===== src/rtl/lsu.sv =====
// lsu: load/store unit between execute and the data memory port.
//   Accepts one lw/lbu/sw/sb op, issues one word-aligned memory request,
//   waits for the response/ack, then presents the result to write-back.
// Ports:
//   clk, rst                 clock, synchronous active-high reset
//   in_valid/in_ready        op handshake (is_lw/is_lbu/is_sw/is_sb, addr, st_data)
//   mem_req_*                request channel (valid/ready, addr, wen, wmask, wdata)
//   mem_resp_valid/data      response channel (ack for stores, read word for loads)
//   out_valid/out_ready      result handshake (out_rdata, out_is_load, out_err)
// Optional: define LSU_TIMEOUT_EN to abort WAIT after TIMEOUT cycles with out_err=1.
module lsu #(
  parameter int ADDR_W  = 32,
  parameter int TIMEOUT = 255
) (
  input  logic              clk,
  input  logic              rst,
  input  logic              in_valid,
  output logic              in_ready,
  input  logic              is_lw,
  input  logic              is_lbu,
  input  logic              is_sw,
  input  logic              is_sb,
  input  logic [ADDR_W-1:0] addr,
  input  logic [31:0]       st_data,
  output logic              mem_req_valid,
  input  logic              mem_req_ready,
  output logic [ADDR_W-1:0] mem_req_addr,
  output logic              mem_req_wen,
  output logic [3:0]        mem_req_wmask,
  output logic [31:0]       mem_req_wdata,
  input  logic              mem_resp_valid,
  input  logic [31:0]       mem_resp_data,
  output logic              out_valid,
  input  logic              out_ready,
  output logic [31:0]       out_rdata,
  output logic              out_is_load,
  output logic              out_err
);

  typedef enum logic [1:0] {S_IDLE, S_REQ, S_WAIT, S_RESP} state_t;
  typedef enum logic [2:0] {OP_NONE, OP_LW, OP_LBU, OP_SW, OP_SB} op_t;

  state_t            state, state_nxt;
  op_t               op_dec, op_q;
  logic [ADDR_W-1:0] addr_q;
  logic [31:0]       st_data_q;
  logic [31:0]       rdata_q;
  logic              err_q;
  logic              misalign;
  logic              timeout_hit;
  logic [7:0]        sel_byte;
  logic [31:0]       load_val;

  // Op decode with fixed priority lw > lbu > sw > sb.
  always_comb begin
    op_dec = OP_NONE;
    if (is_lw)       op_dec = OP_LW;
    else if (is_lbu) op_dec = OP_LBU;
    else if (is_sw)  op_dec = OP_SW;
    else if (is_sb)  op_dec = OP_SB;
  end

  // Only word ops can be misaligned; such ops skip memory and go straight to RESP.
  assign misalign = ((op_dec == OP_LW) || (op_dec == OP_SW)) && (addr[1:0] != 2'b00);

  // Byte lane selection for lbu uses the latched low address bits.
  always_comb begin
    sel_byte = mem_resp_data[7:0];
    case (addr_q[1:0])
      2'd0: sel_byte = mem_resp_data[7:0];
      2'd1: sel_byte = mem_resp_data[15:8];
      2'd2: sel_byte = mem_resp_data[23:16];
      2'd3: sel_byte = mem_resp_data[31:24];
      default: sel_byte = mem_resp_data[7:0];
    endcase
  end

  always_comb begin
    load_val = 32'd0;
    if (op_q == OP_LW)       load_val = mem_resp_data;
    else if (op_q == OP_LBU) load_val = {24'd0, sel_byte};
  end

`ifdef LSU_TIMEOUT_EN
  localparam int CNT_W = (TIMEOUT > 255) ? $clog2(TIMEOUT + 1) : 8;
  logic [CNT_W-1:0] wait_cnt;

  // Held at zero while in REQ so it starts from zero on entering WAIT.
  always_ff @(posedge clk) begin
    if (rst)                  wait_cnt <= '0;
    else if (state == S_REQ)  wait_cnt <= '0;
    else if (state == S_WAIT) wait_cnt <= wait_cnt + 1'b1;
  end

  // True on the WAIT cycle whose increment brings the count to TIMEOUT.
  assign timeout_hit = (state == S_WAIT) && (wait_cnt == CNT_W'(TIMEOUT - 1));
`else
  assign timeout_hit = 1'b0;
`endif

  always_ff @(posedge clk) begin
    if (rst) state <= S_IDLE;
    else     state <= state_nxt;
  end

  always_comb begin
    state_nxt     = state;
    in_ready      = 1'b0;
    mem_req_valid = 1'b0;
    mem_req_addr  = '0;
    mem_req_wen   = 1'b0;
    mem_req_wmask = 4'b0000;
    mem_req_wdata = 32'd0;
    out_valid     = 1'b0;
    out_rdata     = 32'd0;
    out_is_load   = 1'b0;
    out_err       = 1'b0;
    case (state)
      S_IDLE: begin
        in_ready = 1'b1;
        if (in_valid) begin
          if (op_dec == OP_NONE || misalign) state_nxt = S_RESP;
          else                               state_nxt = S_REQ;
        end
      end
      S_REQ: begin
        mem_req_valid = 1'b1;
        mem_req_addr  = {addr_q[ADDR_W-1:2], 2'b00};
        if (op_q == OP_SW) begin
          mem_req_wen   = 1'b1;
          mem_req_wmask = 4'b1111;
          mem_req_wdata = st_data_q;
        end else if (op_q == OP_SB) begin
          mem_req_wen   = 1'b1;
          mem_req_wmask = 4'b0001 << addr_q[1:0];
          mem_req_wdata = {4{st_data_q[7:0]}};
        end
        if (mem_req_ready) state_nxt = S_WAIT;
      end
      S_WAIT: begin
        // A response on the timeout cycle still completes normally.
        if (mem_resp_valid || timeout_hit) state_nxt = S_RESP;
      end
      S_RESP: begin
        out_valid   = 1'b1;
        out_rdata   = rdata_q;
        out_is_load = (op_q == OP_LW) || (op_q == OP_LBU);
        out_err     = err_q;
        if (out_ready) state_nxt = S_IDLE;
      end
      default: state_nxt = S_IDLE;
    endcase
  end

  always_ff @(posedge clk) begin
    if (rst) begin
      op_q      <= OP_NONE;
      addr_q    <= '0;
      st_data_q <= 32'd0;
      rdata_q   <= 32'd0;
      err_q     <= 1'b0;
    end else begin
      if (state == S_IDLE && in_valid) begin
        op_q      <= op_dec;
        addr_q    <= addr;
        st_data_q <= st_data;
        rdata_q   <= 32'd0;
        err_q     <= misalign;
      end
      if (state == S_WAIT) begin
        if (mem_resp_valid) begin
          rdata_q <= load_val;
        end else if (timeout_hit) begin
          rdata_q <= 32'd0;
          err_q   <= 1'b1;
        end
      end
    end
  end

endmodule

===== config.mk =====
export PLATFORM = sky130hd
export DESIGN_NAME = lsu
export DESIGN_NICKNAME = d
export VERILOG_FILES = /design/src/rtl/lsu.sv
export SDC_FILE = /design/constraint.sdc
export NUM_CORES = 1
export LEC_CHECK = 0
export ABC_AREA = 1
export BUFFER_PORTS_ARGS = -buffer_cell sky130_fd_sc_hd__buf_2
export CORE_ASPECT_RATIO = 1.1
export CORE_MARGIN = 4
export CORE_UTILIZATION = 37
export DETAILED_ROUTE_END_ITERATION = 10
export PLACE_DENSITY = 0.75
export SYNTH_ARGS = -nofsm -noshare
export SYNTH_HDL_FRONTEND = slang
export SYNTH_SLANG_ARGS = --single-unit

===== constraint.sdc =====
create_clock -name clk -period 2.4 [get_ports clk]
set_input_delay 0.24 -clock clk [delete_from_list [all_inputs] [get_ports clk]]
set_output_delay 0.24 -clock clk [all_outputs]
set_load 0.02 [all_outputs]

==> impl_metrics.json <==
{
  "detailed_place_hpwl_um": 11000,
  "yosysTopAreaCell": "dfxtp_1",
  "met3RoutedLength_um": 1370,
  "outcome": "finished clean",
  "port_buffers": 209,
  "critical_path_arrival_ps": 1900,
  "critPathMaxStageDelay_ps": 380,
  "ff2ff_setup_slack_ps": 690,
  "initialDrtViolationCount": 526,
  "r2r-end": "st_data_q[5]",
  "layout.cells.most_common_list": "209 x buf_2, 174 x nor2_1, 116 x nand2_1, 102 x dfxtp_1, 91 x inv_1",
  "worst_ep_required_time_ps": 2160,
  "drv.max_cap_violation_count": 0,
  "routed_wirelength_um": 15400,
  "worst_min_delay_path_endpoint": "addr_q[20]",
  "pin_count": 212,
  "design.core.area_um2": 13200,
  "clock-root-buffer": "clkbuf_16",
  "post_drt_via_cell_ratio": 4.80,
  "synth-seq-cells": 102,
  "globalplace.congestion": 0.854,
  "route.layer.met1.wl_um": 6550,
  "post-place-ws_ps": 597,
  "timing.critical_path.from": "state[1]",
  "netlist_instances": 770,
  "fin_ws_ps": 264,
  "worst_path_max_delay_cell": "dfxtp_1",
  "drtAntennaViolNets": 0,
  "ys_types": 25,
  "report.final.hold_viol_count": 0,
  "fin_crit_ps": 2140,
  "critPathMaxFanout": 13,
  "final.fill_count": 1380,
  "cts.repair.resized": 0,
  "timing.setup.critical_path_class": "flip-flop to output port",
  "top_area_cells_in_the_synthesized_netlist": "dfxtp_1 41%, nor2_1 13%, nand2_1 8.8%, o21ai_0 7.5%, inv_1 6.9%",
  "detailed_route_drc_error_count": 0,
  "num_rows": 44,
  "clkTransAtPathRegs_ps": 70,
  "detail_route.first_pass.iterations": 5,
  "synth_sequential_area_ratio": 0.409,
  "postCtsSetupRepairBufs": 0,
  "tightestPinTransition_ps": 774,
  "globalRoute.totalOverflow": 0,
  "layout_worst_path_cycle_share": 0.890,
  "antenna_found_initial": 4,
  "floorplan.die_area_um2": 15400,
  "fmax_ghz": 0.468,
  "first_global_vias": 5048,
  "drive_gt1_frac": 0.271,
  "highest_layer": "met5",
  "routed-via-count": 5361,
  "cts_tree": "yes",
  "syn2layout_area_growth_pct": 29.3,
  "max-vdd-ir-drop_mv": 0.398,
  "mappedNetlistArea_um2": 4990,
  "routedWlPerCell_um": 13.8,
  "crit_path_cell_trace": "inv_1, ha_1, nand2_2, clkinv_4, o21ai_2, nor2_1, buf_2",
  "cts_buffers": 9,
  "grt_pass1_wl_um": 24700,
  "hold_bufs_at_cts": 0,
  "grt_start_max_net_pins": 76,
  "timing.final.max_slew_violations": 0,
  "clock_sink_count": 102,
  "leakage_uw": 0.00362,
  "worst_setup_path_start_kind": "flip-flop",
  "grt_setup_unrepaired": "false",
  "cts_h_tree_depth": 3,
  "die_y_um": 130,
  "nets": 1060,
  "maxSlewHeadroom": 0.483,
  "gr-usage-all-layers": 0.197,
  "synth_top_area_frac": 0.409,
  "ys.warnings.count": 0,
  "clk_path_buf_depth": 2,
  "most_common_cell_after_layout_fill_and_taps_aside": "buf_2",
  "clk-insertion-delay-late_ps": 340,
  "r2r_cells": 6,
  "die_w_um": 119,
  "endpoint_kind": "output port",
  "hold_path.startpoint": "addr[20]",
  "wl_met2_um": 7020,
  "synth.avg_cell_area_um2": 6.49,
  "fin_worst_skew_ps": 6.64,
  "timing.setup.tns_ps": 0,
  "setup-violations-final": 0,
  "critical_path.reg2reg.startpoint": "state[0]",
  "power_density_nw_per_um2": 872,
  "timing.hold.worst.class": "input pin to flip-flop",
  "initial_core_util": 0.378,
  "whs_path_depth": 3
}
==> registers in the layout, summed over array words and instances, names as in the netlist <==
signal,flops
addr_q,32
err_q,1
op_q,3
rdata_q,32
st_data_q,32
state,2
==> cell type report <==
class | count | area, um^2 | share of cell area
multi-input combinational | 520 | 2350 | 0.364
tap | 161 | 201 | 0.0312
timing repair buffer | 219 | 1150 | 0.177
antenna | 3 | 7.51 | 0.00116
clock buffer | 12 | 267 | 0.0413
sequential | 102 | 2040 | 0.316
inverter | 97 | 369 | 0.0571
clock inverter | 4 | 77.6 | 0.0120
==> report_power, final <==
part	switching (uW)	internal, uW	total [uW]
Clock	650	1000	1650
Sequential	200	2010	2220
Combinational	1200	564	1770
Total	2050	3580	5630
==> critical path, delay by kind of cell (launching register included) <==
| family | cells | cell delay [ps] |
|---|---|---|
| flip-flops | 1 | 380 |
| AO/OA/AOI/OAI | 1 | 160 |
| AND/OR/NAND/NOR | 2 | 340 |
| adder cells (fa/ha/maj) | 1 | 230 |
| buffers and inverters | 3 | 450 |
==> per-stage QoR <==
stage	utilization	power, uW	hold slack [ps]	cells	instance area [um^2]
4_1_cts	0.488	5700	120	1115	6450
2_1_floorplan	-	3510	389	771	5000
3_5_place_dp	0.462	4030	472	1099	6110
6_report	0.489	5630	135	1118	6460
5_1_grt	0.489	6040	138	1117	6460
3_3_place_gp	0.462	4000	461	1099	6110
==> cell families after synthesis <==
| logic type | after synthesis | synth area share |
|---|---|---|
| AND/OR/NAND/NOR | 367 | 0.302 |
| buffers and inverters | 149 | 0.122 |
| AO/OA/AOI/OAI | 146 | 0.154 |
| flip-flops | 102 | 0.409 |
| adder cells (fa/ha/maj) | 5 | 0.0125 |
| other | 1 | 0.000751 |
==> worst max-delay path by stage <==
stage,end,slack (ps)
after global routing,mem_req_wdata[30],120
after floorplan,mem_req_wdata[10],770
after CTS,mem_req_wdata[30],220
final,mem_req_wdata[30],260
after global placement,mem_req_wdata[30],650
after detailed placement,mem_req_wdata[30],600
==> synth_stat cells <==
| cell | count |
|---|---|
| nor2_1 | 174 |
| nand2_1 | 117 |
| dfxtp_1 | 102 |
| inv_1 | 92 |
| o21ai_0 | 75 |
| nand3_1 | 57 |
| a21oi_1 | 56 |
| clkbuf_1 | 32 |
| buf_2 | 12 |
| nand4_1 | 9 |
| buf_4 | 8 |
| o21ai_2 | 8 |
| ha_1 | 5 |
| inv_2 | 4 |
| nor2_2 | 4 |
| o21ai_1 | 4 |
| nand2_2 | 3 |
| a21boi_0 | 1 |
| a31oi_1 | 1 |
| clkinv_4 | 1 |
| conb_1 | 1 |
| nor3_1 | 1 |
| nor3_2 | 1 |
| nor3_4 | 1 |
| o21a_1 | 1 |
==> per-layer routing <==
layer,up-vias,track usage
li1,2764,-
met1,2327,0.244
met2,225,0.324
met3,41,0.0572
met4,4,0.0838
met5,-,0
Note: power is estimated with default switching activity, not from simulation.
